--- src/rtl/upload_arbiter_if.sv ---
// Upload arbiter bus: per-source message status, source FIFO read side, and the
// word stream toward the slave-FIFO writer. The arbiter uses the master modport;
// the sources and writer sit on the slave modport.
interface upload_arbiter_if #(
  parameter int NUM_SRC = 4,
  parameter int LEN_W   = 8,
  parameter int SRC_W   = 4
);
  logic [NUM_SRC-1:0]       GOT_FULL_MSG;
  logic [NUM_SRC*LEN_W-1:0] MSG_LEN_BUS;
  logic [NUM_SRC*16-1:0]    FIFO_Q_BUS;
  logic                     DOUT_READY;
  logic [NUM_SRC-1:0]       MSG_START;
  logic [NUM_SRC-1:0]       RD_REQ;
  logic [15:0]              DOUT;
  logic                     DOUT_VALID;
  logic                     PKT_END;
  logic                     BUSY;
  logic [SRC_W-1:0]         CUR_SRC;

  modport master (
    input  GOT_FULL_MSG, MSG_LEN_BUS, FIFO_Q_BUS, DOUT_READY,
    output MSG_START, RD_REQ, DOUT, DOUT_VALID, PKT_END, BUSY, CUR_SRC
  );

  modport slave (
    output GOT_FULL_MSG, MSG_LEN_BUS, FIFO_Q_BUS, DOUT_READY,
    input  MSG_START, RD_REQ, DOUT, DOUT_VALID, PKT_END, BUSY, CUR_SRC
  );
endinterface

--- src/rtl/upload_arbiter.sv ---
// Round-robin scheduler sharing the single slave-FIFO upload path among all
// SPI/UART sources. Grants one source holding a complete message, pulses its
// MSG_START, reads its words (1-clk source read latency) and flags the last word
// with PKT_END.
// Optional feature: define UPLOAD_HDR_EN to emit one header word
// {source index, length[7:0]} ahead of each message's payload.
module upload_arbiter #(
  parameter int NUM_SRC = 4,
  parameter int LEN_W   = 8,
  parameter int SRC_W   = 4
) (
  input  logic             CLK,
  input  logic             RST,
  upload_arbiter_if.master bus
);

  typedef enum logic [2:0] {IDLE, GRANT, HDR, DATA, DRAIN} state_t;

  state_t           state, state_nx;
  logic [SRC_W-1:0] ptr, cur_src, pick_idx;
  logic [LEN_W-1:0] cnt, pick_len;
  logic             pick_vld;
  logic             rd_any;
  logic [15:0]      q_sel;
  logic             rd_vld_p0;
  logic [15:0]      dout_p1;
  logic             vld_p1;
  logic             end_p1;

`ifdef UPLOAD_HDR_EN
  function automatic logic [15:0] hdr_word(input logic [SRC_W-1:0] src,
                                           input logic [LEN_W-1:0] len);
    return {8'(src), 8'(len)};
  endfunction
`endif

  // Rotating search: first requesting source after the last granted one wins.
  always_comb begin
    pick_vld = 1'b0;
    pick_idx = '0;
    pick_len = '0;
    for (int k = 1; k <= NUM_SRC; k++) begin
      for (int i = 0; i < NUM_SRC; i++) begin
        if (!pick_vld && bus.GOT_FULL_MSG[i] && (i == (int'(ptr) + k) % NUM_SRC)) begin
          pick_vld = 1'b1;
          pick_idx = SRC_W'(i);
          pick_len = bus.MSG_LEN_BUS[i*LEN_W +: LEN_W];
        end
      end
    end
  end

  // Read data mux for the currently granted source.
  always_comb begin
    q_sel = '0;
    for (int i = 0; i < NUM_SRC; i++) begin
      if (cur_src == SRC_W'(i)) q_sel = bus.FIFO_Q_BUS[i*16 +: 16];
    end
  end

  assign rd_any = (state == DATA) && bus.DOUT_READY && (cnt != '0);

  // State register.
  always_ff @(posedge CLK or negedge RST) begin
    if (!RST) state <= IDLE;
    else      state <= state_nx;
  end

  // Next-state logic.
  always_comb begin
    state_nx = state;
    case (state)
      IDLE:  if (pick_vld) state_nx = GRANT;
`ifdef UPLOAD_HDR_EN
      GRANT: state_nx = HDR;
      HDR:   if (bus.DOUT_READY) state_nx = (cnt != '0) ? DATA : IDLE;
`else
      GRANT: state_nx = (cnt != '0) ? DATA : IDLE;
`endif
      DATA:  if (rd_any && (cnt == LEN_W'(1))) state_nx = DRAIN;
      DRAIN: state_nx = IDLE;
      default: state_nx = IDLE;
    endcase
  end

  // Grant bookkeeping, word counter and the output word pipeline.
  always_ff @(posedge CLK or negedge RST) begin
    if (!RST) begin
      ptr       <= '0;
      cur_src   <= '0;
      cnt       <= '0;
      rd_vld_p0 <= 1'b0;
      dout_p1   <= '0;
      vld_p1    <= 1'b0;
      end_p1    <= 1'b0;
    end else begin
      if ((state == IDLE) && pick_vld) begin
        cur_src <= pick_idx;
        cnt     <= pick_len;
      end
      if (state == GRANT) ptr <= cur_src;
      if (rd_any) cnt <= cnt - LEN_W'(1);

      // p0: read strobe issued, source data arrives next clk
      rd_vld_p0 <= rd_any;

      // p1: capture source word toward the writer
      vld_p1 <= rd_vld_p0;
      end_p1 <= (state == DRAIN);
      if (rd_vld_p0) dout_p1 <= q_sel;
`ifdef UPLOAD_HDR_EN
      if ((state == HDR) && bus.DOUT_READY) begin
        dout_p1 <= hdr_word(cur_src, cnt);
        vld_p1  <= 1'b1;
        end_p1  <= (cnt == '0);
      end
`endif
    end
  end

  assign bus.MSG_START  = (state == GRANT) ? (NUM_SRC'(1) << cur_src) : '0;
  assign bus.RD_REQ     = rd_any ? (NUM_SRC'(1) << cur_src) : '0;
  assign bus.DOUT       = dout_p1;
  assign bus.DOUT_VALID = vld_p1;
  assign bus.PKT_END    = end_p1;
  assign bus.BUSY       = (state != IDLE);
  assign bus.CUR_SRC    = cur_src;

endmodule

--- src/flat_wrapper.sv ---
// flat-port wrapper written by rule: the top's interface ports become plain ports
module upload_arbiter_flat 
#(
  parameter int NUM_SRC = 4,
  parameter int LEN_W   = 8,
  parameter int SRC_W   = 4
)
  (CLK, RST, bus_GOT_FULL_MSG, bus_MSG_LEN_BUS, bus_FIFO_Q_BUS, bus_DOUT_READY, bus_MSG_START, bus_RD_REQ, bus_DOUT, bus_DOUT_VALID, bus_PKT_END, bus_BUSY, bus_CUR_SRC);
  upload_arbiter_if #(.NUM_SRC(NUM_SRC), .LEN_W(LEN_W), .SRC_W(SRC_W)) bus_i ();
  input  logic CLK;
  input  logic RST;
  input wire logic [$bits(bus_i.GOT_FULL_MSG)-1:0] bus_GOT_FULL_MSG;
  input wire logic [$bits(bus_i.MSG_LEN_BUS)-1:0] bus_MSG_LEN_BUS;
  input wire logic [$bits(bus_i.FIFO_Q_BUS)-1:0] bus_FIFO_Q_BUS;
  input wire logic [$bits(bus_i.DOUT_READY)-1:0] bus_DOUT_READY;
  output wire logic [$bits(bus_i.MSG_START)-1:0] bus_MSG_START;
  output wire logic [$bits(bus_i.RD_REQ)-1:0] bus_RD_REQ;
  output wire logic [$bits(bus_i.DOUT)-1:0] bus_DOUT;
  output wire logic [$bits(bus_i.DOUT_VALID)-1:0] bus_DOUT_VALID;
  output wire logic [$bits(bus_i.PKT_END)-1:0] bus_PKT_END;
  output wire logic [$bits(bus_i.BUSY)-1:0] bus_BUSY;
  output wire logic [$bits(bus_i.CUR_SRC)-1:0] bus_CUR_SRC;
  assign bus_i.GOT_FULL_MSG = bus_GOT_FULL_MSG;
  assign bus_i.MSG_LEN_BUS = bus_MSG_LEN_BUS;
  assign bus_i.FIFO_Q_BUS = bus_FIFO_Q_BUS;
  assign bus_i.DOUT_READY = bus_DOUT_READY;
  assign bus_MSG_START = bus_i.MSG_START;
  assign bus_RD_REQ = bus_i.RD_REQ;
  assign bus_DOUT = bus_i.DOUT;
  assign bus_DOUT_VALID = bus_i.DOUT_VALID;
  assign bus_PKT_END = bus_i.PKT_END;
  assign bus_BUSY = bus_i.BUSY;
  assign bus_CUR_SRC = bus_i.CUR_SRC;
  upload_arbiter #(.NUM_SRC(NUM_SRC), .LEN_W(LEN_W), .SRC_W(SRC_W)) u_core (.CLK(CLK), .RST(RST), .bus(bus_i));
endmodule
--- config.mk ---
export PLATFORM = sky130hd
export DESIGN_NAME = upload_arbiter_flat
export DESIGN_NICKNAME = d
export VERILOG_FILES = /design/src/rtl/upload_arbiter_if.sv /design/src/rtl/upload_arbiter.sv /design/src/flat_wrapper.sv
export SDC_FILE = /design/constraint.sdc
export NUM_CORES = 1
export LEC_CHECK = 0
export CAP_MARGIN = 20
export CORE_ASPECT_RATIO = 1.5
export CORE_MARGIN = 10
export CORE_UTILIZATION = 40
export CTS_BUF_LIST = sky130_fd_sc_hd__clkbuf_4 sky130_fd_sc_hd__clkbuf_8 sky130_fd_sc_hd__clkbuf_16
export DETAILED_ROUTE_END_ITERATION = 10
export DONT_BUFFER_PORTS = 1
export HOLD_SLACK_MARGIN = 0.08
export PLACE_DENSITY = 0.61
export RECOVER_POWER = 25
export SLEW_MARGIN = 20
export SYNTH_ARGS = -nofsm -noshare
export SYNTH_HDL_FRONTEND = slang
export SYNTH_SLANG_ARGS = --single-unit
--- constraint.sdc ---
create_clock -name CLK -period 5.7 [get_ports CLK]
set_input_delay 1.14 -clock CLK [delete_from_list [all_inputs] [get_ports CLK]]
set_output_delay 1.14 -clock CLK [all_outputs]
set_load 0.02 [all_outputs]
Yosys cells after proc, flatten, opt, wreduce, memory -nomap -nowiden
Index checks and enable logic that the tools add are counted.

word-level totals
  bits in registers = 36
  bits of input ports = 103

cells by class
  add/sub/neg operators = 5
  equality and inequality tests = 21
  shift operators = 1
  muxes and demuxes = 59
  bitwise operators = 4
  reductions and logical operators = 64

operators with widths
  cell                                              number
  two-way mux 8 bit                                 18
  logical NOT 32 bit                                4
  two-way mux 16 bit                                4
  two-way mux 4 bit                                 16
  logical AND 1 bit                                 35
  == test 3 bit, first input constant               8
  two-way mux 1 bit                                 17
  logical NOT 1 bit                                 15
  == test 2 x 3 -> 1 bit, first input constant      4
  one-hot mux 3 bit (3 select lines)                1
  == test 4 x 2 -> 1 bit, second input constant     2
  == test 8 x 1 -> 1 bit, second input constant     1
  nonzero test 8 bit                                1
  OR reduction 2 bit                                4
  subtractor 8 x 1 -> 8 bit, second input constant  1
  two-way mux 3 bit                                 2
  adder 2 x 1 -> 2 bit, second input constant       2
  adder 2 bit, second input constant                2
  bitwise AND 1 bit, first input constant           4
  == test 4 x 1 -> 1 bit, second input constant     1
  logical NOT 4 bit                                 1
  left shift 1 x 4 -> 4 bit, first input constant   1
  == test 3 x 1 -> 1 bit, second input constant     1
  == test 3 x 2 -> 1 bit, second input constant     1
  other kinds (8)                                   8

Longest topological paths before layout
Gate-level depths: netlist (run 1).

  word-level depth = 69
  mapped depth = 9

Least setup slack after synthesis (run 1)
Ideal clock, no wire load.

  kind = input to output
  start point = input bus_DOUT_READY
  end point = output bus_RD_REQ[0]
  arrival time = 2.098 ns
  data required time = 4.560 ns
  setup slack = 2.462 ns
  stages = 4
  cell sequence = nand4b_1 a41o_1 clkbuf_1 nor3_1

between the ends
  cells in the longest elaborated chain, start to end = 3

RTL lines
  what                            RTL line               source
  start, declared                 flat_wrapper.sv:15     input wire logic [$bits(bus_i.DOUT_READY)-1:0] bus_DOUT_READY;
  logical AND 1 bit (2 in a row)  upload_arbiter.sv:61   assign rd_any = (state == DATA) && bus.DOUT_READY && (cnt != '0);
  two-way mux 4 bit               upload_arbiter.sv:122  assign bus.RD_REQ = rd_any ? (NUM_SRC'(1) << cur_src) : '0;
  end, declared                   flat_wrapper.sv:17     output wire logic [$bits(bus_i.RD_REQ)-1:0] bus_RD_REQ;

No other way between the ends.

Worst setup path after layout (run 1)
Ends and elaborated chain as after synthesis.

==> results of run 1 <==
## power breakdown
part | leakage (nW) | total [W] | switching, W | internal [W]
clock network | 0.0836 | 0.000301 | 0.0000973 | 0.000204
registers | 0.401 | 0.000571 | 0.000218 | 0.000353
logic | 0.795 | 0.000856 | 0.000452 | 0.000404
total | 1.28 | 0.00173 | 0.000767 | 0.000961
## registers in the layout (all words and copies together) (netlist names)
name,flops
u_core.rd_vld_p0,1
u_core.ptr,2
u_core.bus.DOUT_VALID,1
u_core.bus.CUR_SRC,2
u_core.cnt,8
u_core.bus.PKT_END,1
u_core.state,3
u_core.bus.DOUT,16
## critical path: cells and delay by family
kind | cells | cell delay [ns]
and+or+nand+nor | 2 | 0.63
AOI/OAI and AO/OA | 1 | 0.35
## area by class of cell
type	instances	area share, %
clock inverter	3	1.14
inverter	9	0.958
timing repair buffer	4	0.852
tap	105	3.73
sequential	34	24.1
clock buffer	5	3.55
multi-input combinational	311	65.6
## stage by stage
| step | worst slack [ns] | hold WS, ns | cells | area, sq um | utilization (%) |
|---|---|---|---|---|---|
| after detailed placement | 2.42 | 0.498 | 463 | 3360 | 41.4 |
| after global routing | 2.36 | 0.541 | 471 | 3520 | 43.5 |
| after global placement | 2.42 | 0.491 | 463 | 3360 | 41.4 |
| after CTS | 2.42 | 0.510 | 471 | 3520 | 43.5 |
| final | 2.43 | 0.510 | 471 | 3520 | 43.5 |
| after floorplan | 2.46 | 0.352 | 383 | 3360 | - |
## cell usage in the layout, fill, tap and decap left out, drive strengths merged, types with 4 or more instances in the layout
cell and instances:
o221ai 5, clkbuf 5, nand2 36, inv 9, mux2i 4, a22oi 4
o22ai 10, a21oi 26, a31oi 4, nor2 35, nand3b 4, mux2 18
o21ai 22, nand3 11, nor2b 4, dfrtp 34, buf 4, a221oi 8
mux4 17, nor3b 4, o211ai 4, and2 4, nand2b 9, nor3 14
a211oi 5, nor4 5
## cell usage after synthesis, drive strengths merged, types with 3 or more instances
| master | instances |
|---|---|
| nor3b | 4 |
| mux2i | 4 |
| nand2b | 9 |
| a221o | 3 |
| a211oi | 5 |
| a22oi | 4 |
| a22o | 3 |
| dfrtp | 34 |
| nand4bb | 3 |
| a2111oi | 3 |
| mux2 | 18 |
| a221oi | 8 |
| nand2 | 36 |
| o211ai | 4 |
| nand4 | 3 |
| a31oi | 4 |
| o21ai | 22 |
| nor3 | 14 |
| nor2 | 35 |
| nand3 | 11 |
| or3 | 3 |
| nor2b | 4 |
| a21oi | 26 |
| nand3b | 4 |
| mux4 | 17 |
| clkbuf | 7 |
| and2 | 4 |
| nor4 | 5 |
| o221ai | 5 |
| ha | 3 |
| buf | 22 |
| inv | 9 |
| o22ai | 10 |
## final timing paths
path	startpoint	end	slack, ns
worst min-delay path	u_core.state[0]	u_core.bus.PKT_END	0.51
max in group asynchronous	RST	u_core.cnt[6]	5.06
worst max register to register	u_core.state[1]	u_core.cnt[6]	3.05
worst max-delay path	bus_DOUT_READY	bus_RD_REQ[0]	2.43
min in group asynchronous	RST	u_core.cnt[3]	0.55
worst min register to register	u_core.state[0]	u_core.bus.PKT_END	0.51
## kinds of logic after synthesis
group           synth area share, %
xor+xnor                      0.782
buf+inv                        5.96
flops                          25.3
compound gates                 24.2
mux                            18.6
simple gates                   23.9
fa+ha+maj                      1.12
other cells                   0.112
## per-layer routing
metal	global-route usage [%]	part of all wire [%]	routed length (microns)
met1	19.1	32	3880
met2	30.4	49	5870
met3	6.33	14	1730
met4	9.68	4.2	501
met5	0	0	0
==> results.toml, run 1 <==
[clock_network]
clk_pin_slew_ns = 0.05
cts_hold_buf = 0
cts_setup_buffers = 0
worst_skew_pair.late_latency_ns = 0.28
cts_buffers = 5
cts_root_buf = "clkbuf_16"
h-tree-depth = 2
cts_resized = 0
cts_tree = "yes"
cts_sinks = 34
cts.path.max_buffers = 2

[synthesis]
yosys_register_bits = 34
synth.avg_cell_area_sq_um = 8.80
syn_inst = 382
yosysTopAreaCell = "dfrtp_1"
yosysSeqAreaShare_pct = 25.3
synth.top_cells.by_area = "dfrtp_1, mux4_2, mux2_2"
yosys_warnings = 0
ys_types = 72
synth_ff_type = "dfrtp_1"
synth_edf_count = 0
yosysTopAreaCellShare_pct = 25.3
syn_area_sq_um = 3360
async_reset_ff_share_pct = 100

[worst_setup_path]
critical_path_arrival_ns = 2.13
cp_cell_sequence = "nand4b_1, a41o_1, nor3_1"
max_stage_delay_ns = 0.56
path_class = "input port to output pin"
worstPathRequired_ns = 4.56
path_max_fanout = 11
r2r_cells = 6
startpoint_type = "input port"
crit_slowest_cell = "nor3_1"
end_kind = "output pin"

[timing]
period_needed_ns = 3.27
fmax_ghz = 0.306
rsz0062_at_grt = "false"
post-route-period-util_pct = 57.3
hold_viol = 0
finalSetupViolCount = 0
tightestPinTransition_ns = 1.00
slew_viol_final = 0
finClkSkew_ns = 0.00412
relSlewSlack_pct = 33.2
fin_tns_setup_ns = 0

[die]
num_rows = 40
pin_count = 134
dieArea_sq_um = 12500
fp.dieW_microns = 94.8
die_h_microns = 132
start_util_pct = 41.5
floorplan.core_area_sq_um = 8110

[global_routing]
grt_max_degree = 37
grt.total_usage_pct = 18.1
gr-total-overflow = 0
grt_pass1_wl_mm = 18.5
antenna_found_initial = 0
grt_pass1_vias = 3314

[cells_and_area]
antennaDiodeCount = 0
seq_area_sq_um = 851
n_fill_cell = 802
multi_input_area_sq_um = 2310
nNetsFinal = 471
drive_gt1_share_pct = 16.4
area_growth_syn_to_layout_pct = 4.88

[placed_design]
place.gp.congestion = 0.965
post-dp-hpwl_mm = 9.30
port_buffers = 0

[hold_path]
hp-class = "flip-flop to flip-flop"
holdPathStages = 1

[routing]
drt_pass1_iterations = 5
drt_iter0_drc = 272
wire_per_inst_microns = 25.4
routed_via_density = 6.97
drcViolationCount = 0
ant_nets = 0
routed_wl_mm = 12.0
num_vias = 3283

[power_and_ir_drop]
power_density_nw_per_um2 = 490
power_leakage_nw = 1.28
p_total_w = 0.00173
ir_drop_uv = 189

[run]
cap_violations = 0

[run_status]
status = "finished clean"
Note: power is estimated with default switching activity, not from simulation.
==> inputs of run 2 (changes only) <==
==> constraint.sdc (replaced) <==
create_clock -name CLK -period 3.39 [get_ports CLK]
set_input_delay 0.678 -clock CLK [delete_from_list [all_inputs] [get_ports CLK]]
set_output_delay 0.678 -clock CLK [all_outputs]
set_load 0.02 [all_outputs]
==> run 2 against run 1 <==
Net effect: clock skew up 0.0031 ns; worst hold slack worse by 0.42 ns; critical path depth up 4; combinational power up 68%; sequential power up 74%; final cell count up 1.3%; setup slack worse by 1.7 ns; routed wire length up 12%; non-clock buffer count up 6; critical endpoint is now u_core.cnt[0].
==> results.toml, run 2 (same netlist as run 1, synthesis figures left out) <==
[run_status]
status = "finished clean"

[cells_and_area]
n_fill_cell = 833
fin_util_pct = 43.9
area_growth_syn_to_layout_pct = 5.96
drive_gt1_share_pct = 17.2
final_cell_mix = "nand2_1, nor2_1, dfrtp_1"
layout_commonest_cell = "nand2_1"
antennaDiodeCount = 0
nNetsFinal = 477
largest_reg_flops = 16

[timing]
slew_viol_final = 0
tightestPinTransition_ns = 0.764
fmax_ghz = 0.381
fin_tns_setup_ns = 0
period_needed_ns = 2.62
relSlewSlack_pct = 49.0
hold_viol = 0
rsz0062_at_grt = "false"
post-route-period-util_pct = 77.4
finClkSkew_ns = 0.00725
finalSetupViolCount = 0

[routing]
drcViolationCount = 0
drt_pass1_iterations = 6
ant_nets = 0
routed_wl_mm = 13.4
drt_iter0_drc = 290
routed_via_density = 7.23
wire_per_inst_microns = 28.1
num_vias = 3447

[global_routing]
grt_pass1_wl_mm = 20.0
grt_max_degree = 35
grt.total_usage_pct = 20.1
grt_pass1_vias = 3443
gr-total-overflow = 0
antenna_found_initial = 0

[placed_design]
port_buffers = 0
post-dp-hpwl_mm = 10.5
place.gp.congestion = 1.02

[die]
dieArea_sq_um = 12500
fp.dieW_microns = 94.8
floorplan.core_area_sq_um = 8110
die_h_microns = 132
start_util_pct = 41.5
num_rows = 40
pin_count = 134

[clock_network]
cts_buffers = 5
h-tree-depth = 2
cts_hold_buf = 0
cts_root_buf = "clkbuf_16"
cts_resized = 0
cts_setup_buffers = 0
cts_sinks = 34
cts.path.max_buffers = 2
worst_skew_pair.late_latency_ns = 0.28
clk_pin_slew_ns = 0.06
cts_tree = "yes"

[worst_setup_path]
critical_path_arrival_ns = 2.77
r2r-start = "u_core.ptr[0]"
r2r_cells = 7
worstPathRequired_ns = 3.54
r2r-end = "u_core.cnt[0]"
crit_slowest_cell = "dfrtp_1"
cp_num_buf_inv = 1
worst-r2r-setup-slack_ns = 0.77
path_delay_family = "compound AO/OA/AOI/OAI gates"
end_kind = "flip-flop"
cp_cell_sequence = "buf_4, nor2b_1, o211ai_1, a211oi_1, o2111ai_1, a21oi_1, o221ai_1"
startpoint_type = "flip-flop"
max_stage_delay_ns = 0.66
path_class = "flip-flop to flip-flop"
path_max_fanout = 19

[power_and_ir_drop]
ir_drop_uv = 329
power_leakage_nw = 1.30
power_density_nw_per_um2 = 815

[run]
cap_violations = 0

[hold_path]
hp-class = "input port to async pin"
run 2: worst max path at each step:
stage / from / endpoint / slack, ns / cells after the start
after floorplan: bus_DOUT_READY / bus_RD_REQ[0] / 1.08 / 4
after global placement: u_core.ptr[0] / u_core.cnt[0] / 0.75 / 7
after detailed placement: u_core.ptr[0] / u_core.cnt[0] / 0.91 / 7
after CTS: u_core.cnt[0] / bus_RD_REQ[0] / 0.77 / 4
after global routing: u_core.ptr[0] / u_core.cnt[0] / 0.64 / 7
final: u_core.ptr[0] / u_core.cnt[0] / 0.77 / 7
run 2: final cells by class:
cell class	count	area [sq um]	area share [%]
inverter	9	33.8	0.949
multi-input combinational	311	2310	65.0
timing repair buffer	10	80.1	2.25
clock buffer	6	139	3.90
clock inverter	2	12.5	0.351
tap	105	131	3.69
sequential	34	851	23.9
run 2: metrics by stage:
stage	cell area [sq um]	total power, W	hold WS, ns	cells	worst slack (ns)
5_1_grt	3560	0.00309	0.0825	477	0.640
3_3_place_gp	3390	0.00240	0.384	467	0.746
4_1_cts	3540	0.00289	0.0891	475	0.772
3_5_place_dp	3390	0.00242	0.384	467	0.911
6_report	3560	0.00290	0.0883	477	0.768
2_1_floorplan	3360	0.00212	0.352	383	1.08
run 2: per-layer routing:
metal	track usage [%]	vias up	routed length [microns]
li1	-	1462	-
met1	20.2	1611	4230
met3	7.01	61	1950
met5	0	-	0
met2	34.7	313	6580
met4	11.0	0	654
run 2: worst reg2reg max path, cell delays in order (launching register included):
cell	delay (ns)
dfrtp_1	0.66
buf_4	0.31
nor2b_1	0.47
o211ai_1	0.24
a211oi_1	0.36
o2111ai_1	0.18
a21oi_1	0.16
o221ai_1	0.11
run 2: power breakdown:
part / internal [W] / switching [W] / total, W
registers: 0.000593 / 0.000403 / 0.000996
clock network: 0.000291 / 0.000173 / 0.000464
logic: 0.000695 / 0.000749 / 0.00144
total: 0.00158 / 0.00132 / 0.00290
==> inputs of run 3 (changes only) <==
--- a/config.mk
+++ b/config.mk
@@ -13,7 +13,7 @@
 export DETAILED_ROUTE_END_ITERATION = 10
 export DONT_BUFFER_PORTS = 1
 export HOLD_SLACK_MARGIN = 0.08
-export PLACE_DENSITY = 0.61
+export PLACE_DENSITY = 0.63
 export RECOVER_POWER = 25
 export SLEW_MARGIN = 20
 export SYNTH_ARGS = -nofsm -noshare
==> constraint.sdc (replaced) <==
create_clock -name CLK -period 2.27 [get_ports CLK]
set_input_delay 0.454 -clock CLK [delete_from_list [all_inputs] [get_ports CLK]]
set_output_delay 0.454 -clock CLK [all_outputs]
set_load 0.02 [all_outputs]
==> run 3 against run 2 <==
Net effect: worst hold slack improved by 0.28 ns; global-route usage increased by 0.080 points; final area grew 8.0%; clock-buffer cell count decreased by 1; first-iteration DRC count decreased by 2.8%; total power up 65%; setup slack worse by 0.69 ns; routed wire length down 3.0%.
==> results.toml, run 3 (same netlist as run 1, synthesis figures left out) <==
[routing]
routed_wl_mm = 13.0
routed_via_density = 6.80
num_vias = 3447
drcViolationCount = 0
ant_nets = 0
wire_per_inst_microns = 25.7
drt_iter0_drc = 282
drt_pass1_iterations = 5

[timing]
finClkSkew_ns = 0.00347
relSlewSlack_pct = 43.1
finalSetupViolCount = 0
tightestPinTransition_ns = 0.853
hold_viol = 0
whs_ns = 0.373
slew_viol_final = 0
fin_tns_setup_ns = 0
rsz0062_at_grt = "true"
post-route-period-util_pct = 96.6
period_needed_ns = 2.19
fmax_ghz = 0.456

[clock_network]
cts_buffers = 5
cts_sinks = 34
cts_root_buf = "clkbuf_16"
cts_tree = "yes"
cts.path.max_buffers = 2
cts_setup_buffers = 0
clk_pin_slew_ns = 0.06
worst_skew_pair.late_latency_ns = 0.28
h-tree-depth = 2

[power_and_ir_drop]
power_leakage_nw = 1.47
power_density_nw_per_um2 = 1240
ir_drop_uv = 866

[cells_and_area]
layout_commonest_cell = "buf_4"
fin_util_pct = 47.5
fin_area_sq_um = 3850
seq_area_sq_um = 852
n_fill_cell = 784
area_growth_syn_to_layout_pct = 14.5
nNetsFinal = 507
largest_reg_flops = 16
antennaDiodeCount = 0
drive_gt1_share_pct = 24.4
multi_input_area_sq_um = 2340
final_cell_mix = "buf_4, nand2_1, nor2_1"

[worst_setup_path]
startpoint_type = "flip-flop"
path_class = "flip-flop to flip-flop"
path_max_fanout = 18
worstPathRequired_ns = 2.49
critical_path_arrival_ns = 2.41
end_kind = "flip-flop"

[run]
cap_violations = 0

[global_routing]
grt_pass1_wl_mm = 20.0
gr-total-overflow = 0
grt.total_usage_pct = 20.2
antenna_found_initial = 0
grt_max_degree = 35
grt_pass1_vias = 3393

[die]
start_util_pct = 41.5
pin_count = 134
fp.dieW_microns = 94.8
die_h_microns = 132
floorplan.core_area_sq_um = 8110
dieArea_sq_um = 12500
num_rows = 40

[placed_design]
port_buffers = 0
place_area_sq_um = 3610
place.gp.congestion = 0.976
post-dp-hpwl_mm = 10.4

[hold_path]
hp-class = "input port to flip-flop"

[run_status]
status = "finished clean"
## run 3: cell count changes in the layout (fill, tap and decap cells not counted), sizes merged
cell | previous run | this run
buf | 8 | 38
bufinv | 0 | 2
clkinvlp | 1 | 0
dlygate4sd3 | 2 | 1
## run 3: layer usage
metal / track usage (%) / vias to the layer above / routed length, microns
met5: 0 / - / 0
met4: 8.93 / 0 / 592
met3: 5.07 / 46 / 1480
met2: 35.1 / 249 / 6560
met1: 22.1 / 1629 / 4390
li1: - / 1523 / -
## run 3: layout make-up
| type | count | area share (%) |
|---|---|---|
| clock inverter | 3 | 1.79 |
| timing repair buffer | 40 | 7.80 |
| multi-input combinational | 311 | 60.7 |
| sequential | 34 | 22.1 |
| tap | 105 | 3.41 |
| clock buffer | 5 | 3.25 |
| inverter | 9 | 0.878 |
## run 3: metrics by stage
step	total power [W]	worst slack [ns]	cells
floorplan	0.00316	0.296	383
global placement	0.00382	0.154	497
detailed placement	0.00385	0.134	497
CTS	0.00478	0.0204	507
global route	0.00509	-0.00122	507
finish	0.00478	0.0775	507
## run 3: worst max-delay path, cell delays in order, from the launching register on
cell      delay [ns]
dfrtp_1         0.49
buf_4           0.26
or3b_1          0.45
o22ai_1         0.20
a221oi_1        0.07
o21a_1          0.12
nor4_1          0.36
o31a_1          0.16
## run 3: what timing repair did
item,in CTS,in global routing
hold buffers,2,0
gates resized for setup,0,6
setup endpoints to repair,0,5
hold endpoints to repair,34,0
## run 3: worst paths after layout
path,from,end,slack [ns],cells after the start
min,bus_MSG_LEN_BUS[27],u_core.cnt[3],0.37,2
max reg2reg,u_core.ptr[1],u_core.cnt[6],0.08,7
max in group asynchronous,RST,u_core.cnt[1],0.84,2
max,u_core.ptr[1],u_core.cnt[6],0.08,7
min reg2reg,u_core.state[0],u_core.bus.PKT_END,0.49,1
min in group asynchronous,RST,u_core.cnt[4],0.83,2
## run 3: report_power, final
group	internal (W)	total, W	leakage, nW	switching [W]
logic	0.00122	0.00249	0.973	0.00127
registers	0.000889	0.00141	0.400	0.000516
clock network	0.000630	0.000889	0.0940	0.000259
total	0.00274	0.00478	1.47	0.00204
